<file path="config.mk">
export PLATFORM = sky130hd
export DESIGN_NAME = multi_dataflow_stream_join
export DESIGN_NICKNAME = d
export VERILOG_FILES = /design/src/rtl/multi_dataflow_stream_join_pkg.sv /design/src/rtl/multi_dataflow_stream_join_fifo.sv /design/src/rtl/multi_dataflow_stream_join.sv
export SDC_FILE = /design/constraint.sdc
export NUM_CORES = 1
export LEC_CHECK = 0
export CORE_MARGIN = 2
export CORE_UTILIZATION = 51
export DETAILED_ROUTE_END_ITERATION = 12
export PLACE_DENSITY = 0.76
export RECOVER_POWER = 100
export SKIP_LAST_GASP = 1
export SLEW_MARGIN = 20
export SYNTH_ARGS = -nofsm -noshare
export SYNTH_HDL_FRONTEND = slang
export SYNTH_SLANG_ARGS = --single-unit
</file>
<file path="constraint.sdc">
create_clock -name clk_i -period 3.02 [get_ports clk_i]
set_clock_uncertainty 0.1 [all_clocks]
set_input_delay 0.453 -clock clk_i [delete_from_list [all_inputs] [get_ports clk_i]]
set_output_delay 0.453 -clock clk_i [all_outputs]
set_load 0.03 [all_outputs]
</file>
<file path="src/rtl/multi_dataflow_stream_join_pkg.sv">
// Shared definitions for the multi-stream join: FSM state type and default sizes.
package multi_dataflow_package;

  localparam int unsigned N_IN_DEF  = 3;
  localparam int unsigned DW_DEF    = 32;
  localparam int unsigned DEPTH_DEF = 4;
  localparam int unsigned CNT_W_DEF = 16;

  typedef enum logic [1:0] {
    ST_IDLE = 2'd0,
    ST_RUN  = 2'd1,
    ST_DONE = 2'd2
  } state_e;

endpackage

</file>
<file path="src/rtl/multi_dataflow_stream_join_fifo.sv">
// Per-channel buffer: DEPTH-entry FIFO with head visible one cycle after a push.
module multi_dataflow_fifo
  import multi_dataflow_package::*;
#(
  parameter int unsigned DW    = DW_DEF,
  parameter int unsigned DEPTH = DEPTH_DEF
) (
  input  logic          clk_i,
  input  logic          rst_i,
  input  logic          clear_i,
  input  logic          push_i,
  input  logic [DW-1:0] data_i,
  input  logic          pop_i,
  output logic [DW-1:0] data_o,
  output logic          empty_o,
  output logic          full_o
);

  localparam int unsigned AW = (DEPTH > 1) ? $clog2(DEPTH) : 1;

  logic [DW-1:0] mem_q [DEPTH];
  logic [AW-1:0] wr_ptr_q, wr_ptr_d;
  logic [AW-1:0] rd_ptr_q, rd_ptr_d;
  logic [AW:0]   cnt_q, cnt_d;
  logic          push_ok, pop_ok;

  assign empty_o = (cnt_q == '0);
  assign full_o  = (cnt_q == (AW+1)'(DEPTH));
  assign push_ok = push_i & ~full_o;
  assign pop_ok  = pop_i & ~empty_o;
  assign data_o  = mem_q[rd_ptr_q];

  // Pointer and occupancy next-state; pointers wrap naturally since DEPTH is a power of two.
  always_comb begin
    wr_ptr_d = wr_ptr_q;
    rd_ptr_d = rd_ptr_q;
    cnt_d    = cnt_q;
    if (push_ok) wr_ptr_d = wr_ptr_q + AW'(1);
    if (pop_ok)  rd_ptr_d = rd_ptr_q + AW'(1);
    case ({push_ok, pop_ok})
      2'b10:   cnt_d = cnt_q + (AW+1)'(1);
      2'b01:   cnt_d = cnt_q - (AW+1)'(1);
      default: cnt_d = cnt_q;
    endcase
  end

  // Pointer/occupancy registers, flushed by reset or clear.
  always_ff @(posedge clk_i) begin
    if (rst_i || clear_i) begin
      wr_ptr_q <= '0;
      rd_ptr_q <= '0;
      cnt_q    <= '0;
    end else begin
      wr_ptr_q <= wr_ptr_d;
      rd_ptr_q <= rd_ptr_d;
      cnt_q    <= cnt_d;
    end
  end

  // Storage array; contents need no reset since reads are gated by occupancy.
  always_ff @(posedge clk_i) begin
    if (push_ok) mem_q[wr_ptr_q] <= data_i;
  end

endmodule

</file>
<file path="src/rtl/multi_dataflow_stream_join.sv">
// Joins N_IN buffered input streams into one output transaction per job step.
module multi_dataflow_stream_join
  import multi_dataflow_package::*;
#(
  parameter int unsigned N_IN  = N_IN_DEF,
  parameter int unsigned DW    = DW_DEF,
  parameter int unsigned DEPTH = DEPTH_DEF,
  parameter int unsigned CNT_W = CNT_W_DEF
) (
  input  logic               clk_i,
  input  logic               rst_i,
  input  logic               clear_i,
  input  logic               start_i,
  input  logic [CNT_W-1:0]   len_i,
  input  logic [N_IN-1:0]    mask_i,
  input  logic [N_IN*DW-1:0] in_data_i,
  input  logic [N_IN-1:0]    in_valid_i,
  output logic [N_IN-1:0]    in_ready_o,
  output logic [N_IN*DW-1:0] out_data_o,
  output logic               out_valid_o,
  input  logic               out_ready_i,
  output logic               busy_o,
  output logic               done_o,
  output logic [CNT_W-1:0]   cnt_o
);

  state_e           state_q;
  logic [CNT_W-1:0] len_q;
  logic [N_IN-1:0]  mask_q;
  logic [CNT_W-1:0] cnt_q;
  logic [CNT_W-1:0] push_cnt_q [N_IN];

  logic [N_IN-1:0]  fifo_empty, fifo_full, push, pop;
  logic [DW-1:0]    fifo_rdata [N_IN];
  logic             run, fire;

  assign run         = (state_q == ST_RUN);
  assign busy_o      = run;
  assign done_o      = (state_q == ST_DONE);
  assign cnt_o       = cnt_q;
  assign out_valid_o = run & (&(~fifo_empty | ~mask_q));
  assign fire        = out_valid_o & out_ready_i;

  // Per-channel handshakes and output packing; unmasked or empty lanes read as zero.
  always_comb begin
    in_ready_o = '0;
    push       = '0;
    pop        = '0;
    out_data_o = '0;
    for (int unsigned k = 0; k < N_IN; k++) begin
      in_ready_o[k] = run & mask_q[k] & ~fifo_full[k] & (push_cnt_q[k] < len_q);
      push[k]       = in_valid_i[k] & in_ready_o[k];
      pop[k]        = fire & mask_q[k];
      if (mask_q[k] && !fifo_empty[k]) out_data_o[k*DW +: DW] = fifo_rdata[k];
    end
  end

  // Job FSM with its length, mask and transfer counters.
  always_ff @(posedge clk_i) begin
    if (rst_i || clear_i) begin
      state_q <= ST_IDLE;
      len_q   <= '0;
      mask_q  <= '0;
      cnt_q   <= '0;
      for (int unsigned k = 0; k < N_IN; k++) push_cnt_q[k] <= '0;
    end else begin
      case (state_q)
        ST_IDLE: begin
          if (start_i) begin
            len_q  <= len_i;
            mask_q <= mask_i;
            cnt_q  <= '0;
            for (int unsigned k = 0; k < N_IN; k++) push_cnt_q[k] <= '0;
            state_q <= ((len_i != '0) && (mask_i != '0)) ? ST_RUN : ST_DONE;
          end
        end
        ST_RUN: begin
          for (int unsigned k = 0; k < N_IN; k++) begin
            if (push[k]) push_cnt_q[k] <= push_cnt_q[k] + CNT_W'(1);
          end
          if (fire) begin
            cnt_q <= cnt_q + CNT_W'(1);
            if ((cnt_q + CNT_W'(1)) == len_q) state_q <= ST_DONE;
          end
        end
        ST_DONE: state_q <= ST_IDLE;
        default: state_q <= ST_IDLE;
      endcase
    end
  end

  // One buffer per input stream.
  for (genvar g = 0; g < N_IN; g++) begin : g_ch
    multi_dataflow_fifo #(
      .DW    (DW),
      .DEPTH (DEPTH)
    ) u_fifo (
      .clk_i   (clk_i),
      .rst_i   (rst_i),
      .clear_i (clear_i),
      .push_i  (push[g]),
      .data_i  (in_data_i[g*DW +: DW]),
      .pop_i   (pop[g]),
      .data_o  (fifo_rdata[g]),
      .empty_o (fifo_empty[g]),
      .full_o  (fifo_full[g])
    );
  end

endmodule
</file>
# --- Word-level counts from Yosys, hierarchy flattened ---
# Memories as Yosys holds them, arrays and structs flattened. A register that Yosys moved wholly into a read port is not among the register bits.
# Index checks and enable logic that the tools add are counted.
op_classes:
  add_sub_neg: 16
  eq_ne: 15
  div_mod_pow: 0
  n_reduce_logical: 22
  shifts: 0
  bitwise: 38
  mux: 50
  mul: 0
  order_cmp: 3
op_table:
  columns: ["op", "count"]
  rows:
  - ["two-way mux 16 bit", 8]
  - ["two-way mux 32 bit", 3]
  - ["adder 16 x 1 -> 16 bit (second input constant)", 4]
  - ["less-than comparator 16 bit", 3]
  - ["case mux 16 bit (2 select lines)", 1]
  - ["two-way mux 1 bit", 24]
  - ["AND 1 bit", 23]
  - ["two-way mux 2 bit", 10]
  - ["case mux 3 bit (2 select lines)", 3]
  - ["equality test 16 bit", 1]
  - ["nonzero test 16 bit", 1]
  - ["adder 2 x 1 -> 2 bit (second input constant)", 6]
  - ["adder 3 x 1 -> 3 bit (second input constant)", 3]
  - ["equality test 3 bit (second input constant)", 3]
  - ["logical NOT 3 bit", 3]
  - ["AND reduction 3 bit", 3]
  - ["subtractor 3 x 1 -> 3 bit (second input constant)", 3]
  - ["equality test 2 x 1 -> 1 bit (second input constant)", 4]
  - ["equality test 2 bit (second input constant)", 4]
  - ["nonzero test 2 bit", 4]
  - ["NOT 1 bit", 6]
  - ["NOT 3 bit", 2]
  - ["bitwise OR 1 bit", 6]
  - ["logical AND 1 bit", 4]
  - ["other kinds (9)", 12]
totals:
  mem_bits_ro: 0
  in_bits: 123
  reg_bits: 58
  mem_count: 4
  ram_bits: 432
  latchBits: 0
  output_inout_bits: 118
  wordCells: 161
mem_list:
  columns: ["name", "depth", "width", "read_ports", "rd_ports_with_merged_regs", "write_ports", "line", "source"]
  rows:
  - ["g_ch[0].u_fifo.mem_q", 4, 32, 1, 1, 1, "multi_dataflow_stream_join_fifo.sv:21", "logic [DW-1:0] mem_q [DEPTH];"]
  - ["g_ch[1].u_fifo.mem_q", 4, 32, 1, 1, 1, "multi_dataflow_stream_join_fifo.sv:21", null]
  - ["g_ch[2].u_fifo.mem_q", 4, 32, 1, 1, 1, "multi_dataflow_stream_join_fifo.sv:21", null]
  - ["push_cnt_q", 3, 16, 3, 0, 3, "multi_dataflow_stream_join.sv:31", "logic [CNT_W-1:0] push_cnt_q [N_IN];"]

# --- Longest topological paths before layout ---
# Gate-level depths: netlist of the first run.
depth:
  depth_word: 10
  depth_mapped: 15
  ltp_nobuf: 14

# --- Modules after synthesis ---
# From an unflattened synthesis of the first run, not the netlist that was laid out.
hier_totals:
  cells_unflattened: 1411
  hier_area_um2: 21694.6
modules_own_cells:
  columns: ["module", "seq_area_each_um2", "instances", "area_each_um2", "cells_each"]
  rows:
  - ["multi_dataflow_fifo", 4023.9, 3, 5102.4, 223]
  - ["multi_dataflow_stream_join", 2182.1, 1, 6387.4, 742]

# --- Worst setup path after synthesis of the first run ---
# OpenSTA, ideal clock, no wires.
synth_timing:
  kind: "register -> register"
  from: "register mask_q[0]"
  to: "register g_ch[0].u_fifo.cnt_q[2]"
  setup_ps: 70
  setup_slack_ps: -498
  path_buffers: 0
  arrival_ps: 3347
  period_less_slack_ps: 3518
  stages_incl_launch_ff: 11
  t_required_ps: 2850
  cell_sequence: "dfxtp_1 > nor4b_1 > nor4_1 > nand2_1 > nor2_1 > ha_1 > inv_1 > fa_1 > xor2_1 > or3_1 > a21oi_1"
synth_between:
  elab_chain_len: 9
  elab_cells_between_ends: 16
  classes_between: "eq/ne: 2; mux: 1; bitwise: 11; reduce/logical: 2"
synth_rtl:
  columns: ["element", "line", "source"]
  rows:
  - ["from (decl)", "multi_dataflow_stream_join.sv:29", "logic [N_IN-1:0] mask_q;"]
  - ["from (signal assigned)", "multi_dataflow_stream_join.sv:71", "mask_q <= mask_i;"]
  - ["NOT 3 bit *", "multi_dataflow_stream_join.sv:41", "assign out_valid_o = run & (&(~fifo_empty | ~mask_q));"]
  - ["bitwise OR 3 bit *", "multi_dataflow_stream_join.sv:41", null]
  - ["AND reduction 3 bit *", "multi_dataflow_stream_join.sv:41", null]
  - ["AND 1 bit *", "multi_dataflow_stream_join.sv:41", null]
  - ["named net out_valid_o", "multi_dataflow_stream_join.sv:20", "output logic out_valid_o,"]
  - ["AND 1 bit *", "multi_dataflow_stream_join.sv:42", "assign fire = out_valid_o & out_ready_i;"]
  - ["AND 1 bit *", "multi_dataflow_stream_join.sv:53", "pop[k] = fire & mask_q[k];"]
  - ["AND 1 bit *", "multi_dataflow_stream_join_fifo.sv:30", "assign pop_ok = pop_i & ~empty_o;"]
  - ["named net g_ch[0].u_fifo.pop_ok", "multi_dataflow_stream_join_fifo.sv:25", "logic push_ok, pop_ok;"]
  - ["equality test 2 x 1 -> 1 bit / equality test 2 bit (equally long branches)", "multi_dataflow_stream_join_fifo.sv:40", "case ({push_ok, pop_ok})"]
  - ["case mux 3 bit (2 select lines) / nonzero test 2 bit (equally long branches)", null, null]
  - ["to (signal assigned)", "multi_dataflow_stream_join_fifo.sv:56", "cnt_q <= cnt_d;"]
  - ["to (decl)", "multi_dataflow_stream_join_fifo.sv:24", "logic [AW:0] cnt_q, cnt_d;"]
# The timed path passes the listed nets; every way through them passes the cells marked *.
# A chain may end at the register's enable or synchronous reset.

# --- Final worst setup path of the first run ---
layout_timing:
  from: "register g_ch[2].u_fifo.cnt_q[2]"
  to: "output port out_valid_o"
layout_between:
  elab_chain_len: 5
layout_rtl:
  columns: ["element", "line", "source"]
  rows:
  - ["from (decl)", "multi_dataflow_stream_join_fifo.sv:24", null]
  - ["from (signal assigned)", "multi_dataflow_stream_join_fifo.sv:56", null]
  - ["logical NOT 3 bit", "multi_dataflow_stream_join_fifo.sv:27", "assign empty_o = (cnt_q == '0);"]
  - ["NOT 3 bit", "multi_dataflow_stream_join.sv:41", null]
  - ["bitwise OR 3 bit", "multi_dataflow_stream_join.sv:41", null]
  - ["AND reduction 3 bit", "multi_dataflow_stream_join.sv:41", null]
  - ["AND 1 bit", "multi_dataflow_stream_join.sv:41", null]
  - ["to (decl)", "multi_dataflow_stream_join.sv:20", null]
# Every way passes these cells.

==> reports/results.txt, run 1 <==
Status: finished, violations left
Failing checks: negative setup slack
# hold bufs at CTS: 0
Final GP Congestion: 0.924
Final TNS setup: -0.433 ns
Power per cell area: 527 nW/um2
CTS clk-pin slew, worst paths: 0.06 ns
Top Ports: 241
Fmax: 321 MHz
Worst hold-check path type: input pin to register
Dpl cell area: 25100 um2
Met3 WL: 3.53 mm
Worst skew pair latency: 0.58 ns
Final setup vio count: 59
Die Y-Extent: 209 um
# DRC: 0
Async SR Flop Fraction: 0%
Finished Cell Area: 26900 um2
Core ar.: 41700 um2
Die Wd: 209 um
Worst hold stages: 3
CTS tree: yes
Largest cells by area after synthesis: edfxtp_1 (61%), mux4_2 (10%), dfxtp_1 (6.0%), ha_1 (3.7%), nor2b_1 (2.9%)
Commonest cells post-synth: edfxtp_1 (432), nor2_1 (121), nor2b_1 (99), mux4_2 (96), nand2_1 (80)
Worst EP arrival: 2.56 ns
VDD IR max: 441 uV
CTS sink cnt: 496
Count leader, synth: edfxtp_1
Max_cap viols: 0
Worst setup margin: -0.0939 ns
Worst R2R Setup Slack: -0.04 ns
Critical Path RT: 2.47 ns
Starting Density: 51.3%
Vias: 12800
GRT Total Usage: 22.5%
Hold endpoint: len_q[3]
Syn. warnings: 0
Reg2reg path depth: 12
Yosys cell types: 60
Reg-to-reg endpoint: g_ch[1].u_fifo.cnt_q[2]
Total CTS buffers: 51
Antenna violations before repair: 8
Syn avg cell area: 15.4 um2
Final Hold Fails: 0
Global route overflow: 0
RR Startpoint: push_cnt_q[0][17]
Post-synth top area cell: edfxtp_1
Layout cells sized above 1: 18.7%
Leakage: 9.51 nW
Kind of end point of the critical path: output pin
HP Start: len_i[3]
Syn Nets: 1578
Post-route ant nets: 0
CTS H-tree lvls: 2
Wire per inst: 21.1 um
Tightest Pin Transition: 0.834 ns
Post-synth EDFFs: 432
RSZ-0062 raised after global routing: yes
Number of global-route vias before repair: 13100
NumNets Final: 1894
Total wire length: 48.3 mm
Primary FF master, synth: edfxtp_1
M1 WL: 19.5 mm
Clk Tree Root Cell: clkbuf_16
First drt pass iteration count: 6
Startpoint types: register
Crit Path Max Fanout: 5
Yosys top cell area share: 60.6%
CTS Buffer Depth: 3
Max-slew headroom: 44.4%
Avg Vias per Cell: 5.60
Crit path time final: 3.11 ns
Cell row count: 75
Max Used Layer: met5
Overall Power: 14.1 mW
DP Wirelength: 31.1 mm
Part of the Yosys area used for sequential elements: 66.6%
Slew Limit Fails: 0
Die area: 43600 um2
Seq cells post-synth: 496
Initial DRC Count: 910
Synth-to-Final Area Change: 25.6%
Largest net degree at the start of global routing: 49
Synth Cell Area: 21400 um2
Routed length on met2: 24.3 mm
Pre-CTS WS: -0.119 ns
First-pass GRT wire length: 75.0 mm
Cells after Synth: 1388
Kind of critical path: register to output pin
Final Cycle Share: 103%
# port buffers: 240
==> per-layer routing <==
metal  vias to the layer above  global-route usage [%]
met5                         -                       0
met4                         8                    5.47
met3                        70                    5.56
met2                       459                    38.1
met1                      6396                    29.3
li1                       5889                       -
==> critical path, cell delays in order (launching register included) <==
cell and delay, ns:
dfxtp_1 0.36, nor4b_1 0.69, nor4_4 0.10, clkbuf_1 0.20
clkdlybuf4s50_1 0.63
==> cells in the final DEF (no fill, tap or decap), types with 52 or more instances in the layout <==
| cell type | Yosys | routed |
|---|---|---|
| a21oi_1 | 61 | 56 |
| buf_4 | 2 | 62 |
| clkbuf_16 | 0 | 52 |
| dfxtp_1 | 64 | 54 |
| dlygate4sd2_1 | 0 | 77 |
| dlygate4sd3_1 | 0 | 105 |
| edfxtp_1 | 432 | 432 |
| ha_1 | 64 | 57 |
| mux4_2 | 96 | 96 |
| nand2_1 | 80 | 80 |
| nor2_1 | 121 | 120 |
| nor2b_1 | 99 | 99 |
==> per-stage QoR <==
stage	cells	hold slack (ns)	util [%]
final	2290	0.368	64.5
after detailed placement	2184	0.367	60.2
after floorplan	1388	0.349	-
after global placement	2184	0.364	60.2
after global routing	2288	0.373	64.5
after CTS	2281	0.339	64.1
==> final cells by class <==
type	instances	area (um2)
timing repair buffer	322	3180
tap	539	674
sequential	496	14300
clock inverter	32	249
antenna	5	12.5
inverter	41	154
clock buffer	63	1360
multi-input combinational	792	6960
fill	2962	14800
==> worst max path at each step <==
stage	start	to	slack (ns)	depth (start not counted)
5_1_grt	push_cnt_q[0][33]	in_ready_o[2]	-0.15	7
3_5_place_dp	len_q[6]	g_ch[0].u_fifo.cnt_q[2]	-0.12	14
6_report	g_ch[2].u_fifo.cnt_q[2]	out_valid_o	-0.09	4
4_1_cts	push_cnt_q[0][33]	in_ready_o[2]	-0.08	7
3_3_place_gp	len_q[6]	g_ch[0].u_fifo.cnt_q[2]	-0.01	14
2_1_floorplan	push_cnt_q[0][23]	g_ch[1].u_fifo.cnt_q[2]	0.01	12
==> sequential cells by signal, indices dropped and copies added, names as in the netlist, named ones only <==
signal	count
push_cnt_q	48
state_q	2
g_ch.u_fifo.wr_ptr_q	6
cnt_o	16
g_ch.u_fifo.cnt_q	9
g_ch.u_fifo.mem_q	384
len_q	16
mask_q	3
g_ch.u_fifo.rd_ptr_q	6
==> what timing repair did <==
action                                  in CTS  in global routing
gates resized for setup                    102                 38
buffers inserted                             2                  4
pin swaps                                    9                 18
endpoints found under the setup margin      91                 18
gates cloned                                 1                  0
==> kinds of logic after synthesis <==
| kind of cell | Yosys count | share of synthesized area [%] |
|---|---|---|
| flip-flops | 496 | 66.6 |
| AO/OA/AOI/OAI | 135 | 4.22 |
| adder cells (fa/ha/maj) | 67 | 4.02 |
| XOR/XNOR | 77 | 3.15 |
| AND/OR/NAND/NOR | 415 | 9.78 |
| buffers and inverters | 100 | 2.00 |
| multiplexers | 98 | 10.2 |
==> report_power, final <==
| part | total, mW | internal (mW) | switching, mW | leakage [nW] |
|---|---|---|---|---|
| clock network | 6.02 | 3.47 | 2.56 | 0.802 |
| registers | 7.52 | 7.48 | 0.0433 | 4.53 |
| logic | 0.600 | 0.282 | 0.318 | 4.18 |
| total | 14.1 | 11.2 | 2.92 | 9.51 |
Note: power is estimated with default switching activity, not from simulation.
==> inputs of run 2 (changes only) <==
--- a/config.mk
+++ b/config.mk
@@ -5,6 +5,7 @@
 export SDC_FILE = /design/constraint.sdc
 export NUM_CORES = 1
 export LEC_CHECK = 0
+export CAP_MARGIN = 0
 export CORE_MARGIN = 2
 export CORE_UTILIZATION = 51
 export DETAILED_ROUTE_END_ITERATION = 12
==> constraint.sdc (replaced) <==
create_clock -name clk_i -period 2.8 [get_ports clk_i]
set_clock_uncertainty 0.1 [all_clocks]
set_input_delay 0.42 -clock clk_i [delete_from_list [all_inputs] [get_ports clk_i]]
set_output_delay 0.42 -clock clk_i [all_outputs]
set_load 0.03 [all_outputs]
==> reports/results.txt, run 2 (synthesized netlist as in run 1, its figures left out) <==
Most frequent cells in the layout: edfxtp_1 (432), buf_4 (186), dlygate4sd3_1 (113) (was edfxtp_1 (432), nor2_1 (120), dlygate4sd3_1 (105))
Worst EP arrival: 2.58 ns (was 2.56 ns)
Top Ports: 241 (unchanged)
Worst hold-check path type: input pin to register (unchanged)
FF+latch area: 14300 um2 (about the same)
Antenna violations before repair: 9 (was 8)
CP max-delay cell: edfxtp_1 (was nor4b_1)
Power per cell area: 554 nW/um2 (was 527 nW/um2)
Kind of critical path: register to output pin (unchanged)
First drt pass iteration count: 7 (was 6)
Kind of end point of the critical path: output pin (unchanged)
Fmax: 323 MHz
CTS sink cnt: 496 (unchanged)
Die area: 43600 um2 (unchanged)
Biggest regs: g_ch.u_fifo.mem_q: 384 flops, push_cnt_q: 48 flops (unchanged)
Hold Slack: 0.335 ns (was 0.368 ns)
DP Wirelength: 30.8 mm (was 31.1 mm)
Number of global-route vias before repair: 13200 (was 13100)
First-pass GRT wire length: 73.5 mm (was 75.0 mm)
CTS tree: yes (unchanged)
Total CTS buffers: 50 (was 51)
CTS clk-pin slew, worst paths: 0.06 ns (about the same)
Tightest Pin Transition: 0.829 ns (was 0.834 ns)
Die Wd: 209 um (unchanged)
Crit-path max cell delay: 0.38 ns (was 0.69 ns)
Final setup vio count: 313 (was 59)
Max_cap viols: 0 (unchanged)
Most Crowded Layer GR: met2 (unchanged)
Number of fill cells in the layout: 2869 (was 2962)
Final GP Congestion: 0.903 (was 0.924)
Global route overflow: 0 (unchanged)
Post-route ant nets: 0 (unchanged)
GR Util met2: 37.2% (was 38.1%)
Cell row count: 75 (unchanged)
NumNets Final: 1953 (was 1894)
Worst setup margin: -0.297 ns (was -0.0939 ns)
GRT Total Usage: 21.9% (was 22.5%)
CTS H-tree lvls: 2 (unchanged)
# hold bufs at CTS: 0 (unchanged)
Crit Path Max Fanout: 2 (was 5)
Final Cycle Share: 111%
# port buffers: 240 (unchanged)
Wire per inst: 21.3 um (was 21.1 um)
Multi-input gate area: 7070 um2 (was 6960 um2)
Layout cells sized above 1: 28.1% (was 18.7%)
Final TNS setup: -42.90 ns (was -0.433 ns)
GR met3 Demand/Resource: 5.05% (was 5.56%)
Met1 usage: 28.6% (was 29.3%)
Failing checks: negative setup slack (unchanged)
Vias: 13100 (was 12800)
Leading cell type in the layout, fill and taps excluded: edfxtp_1 (unchanged)
Starting Density: 51.3% (unchanged)
Biggest register: g_ch.u_fifo.mem_q (unchanged)
Startpoint types: register (unchanged)
Initial DRC Count: 1029 (was 910)
Largest net degree at the start of global routing: 49 (unchanged)
VDD IR max: 503 uV (was 441 uV)
Core ar.: 41700 um2 (unchanged)
Clk Tree Root Cell: clkbuf_16 (unchanged)
Status: finished, violations left (unchanged)
Crit path time final: 3.10 ns
Leakage: 9.61 nW (was 9.51 nW)
Worst skew pair latency: 0.59 ns (was 0.58 ns)
Avg Vias per Cell: 5.58 (was 5.60)
Critical Path RT: 2.28 ns (was 2.47 ns)
Total wire length: 50.1 mm (was 48.3 mm)
CTS Buffer Depth: 3 (unchanged)
Worst path cell trace: ha_1 -> a21o_1 -> a211o_1 -> a221oi_2 -> or2_4 -> and3_4 -> buf_12 (was nor4b_1 -> nor4_4 -> clkbuf_1 -> clkdlybuf4s50_1)
# DRC: 0 (unchanged)
Max-slew headroom: 44.7% (was 44.4%)
Final Hold Fails: 0 (unchanged)
Synth-to-Final Area Change: 28.8% (was 25.6%)
Slew Limit Fails: 0 (unchanged)
RSZ-0062 raised after global routing: yes (unchanged)
Max reg flops: 384 (unchanged)
Die Y-Extent: 209 um (unchanged)
run 2: changes by cell type in the layout (fill, tap and decap cells not counted), sizes merged:
cell	before	now
buf	86	222
dlygate4sd2	77	0
clkbuf	73	83
clkdlybuf4s50	36	27
dlygate4sd3	105	113
dlymetal6s2s	7	0
bufbuf	1	0
bufinv	3	2
diode	5	6
run 2: path summary, 6_finish.rpt:
path                                        start                           to  slack (ns)  cells after the start
worst min register to register          len_q[12]                    len_q[12]        0.40                      2
worst min-delay path                     len_i[3]                     len_q[3]        0.34                      3
worst max-delay path            push_cnt_q[0][33]                in_ready_o[2]       -0.30                      7
worst max register to register         state_q[0]  g_ch[1].u_fifo.mem_q[3][14]       -0.18                     11
run 2: area by class of cell:
type                            instances  share of cell area, %
Clock buffer                           63                   5.01
Inverter                               41                  0.586
Tap cell                              539                   2.45
Clock inverter                         31                  0.795
Multi-Input combinational cell        792                   25.7
Timing Repair Buffer                  382                   13.6
Antenna cell                            6                 0.0545
Sequential cell                       496                   51.8
run 2: repair_timing:
| item | 4_1_cts | 5_1_grt |
|---|---|---|
| pin swaps | 15 | 6 |
| resized for setup | 40 | 51 |
| setup endpoints to repair | 357 | 299 |
| setup buffers | 8 | 9 |
| cloned | 2 | 14 |
run 2: where the power goes:
group	switching (mW)	leakage (nW)	internal, mW
combinational	0.348	4.28	0.322
sequential	0.0397	4.53	8.06
clock	2.80	0.800	3.69
run 2: per-stage QoR:
step	area (um2)	worst slack (ns)	cells	total power, mW	util, %
2_1_floorplan	21500	-0.0486	1388	8.52	-
3_3_place_gp	25200	-0.126	2217	8.88	60.5
3_5_place_dp	25200	-0.204	2217	8.91	60.5
4_1_cts	27000	-0.355	2321	15.4	64.9
5_1_grt	27500	-0.379	2348	15.8	66.1
6_report	27500	-0.297	2350	15.3	66.1
run 2: routing by layer:
layer / routed length (um) / up-vias / part of all wire, %
met4: 875 / 6 / 1.7
met5: 38 / - / 0.076
met3: 3240 / 71 / 6.5
met2: 25300 / 422 / 51
li1: - / 6003 / -
met1: 20600 / 6603 / 41
run 2: critical path, delay by kind of cell, from the launching register on:
kind	cells	cell delay [ns]
and+or+nand+nor	2	0.38
AOI/OAI and AO/OA	3	0.78
buffers and inverters	1	0.12
adders and majority gates	1	0.31
DFF	1	0.38
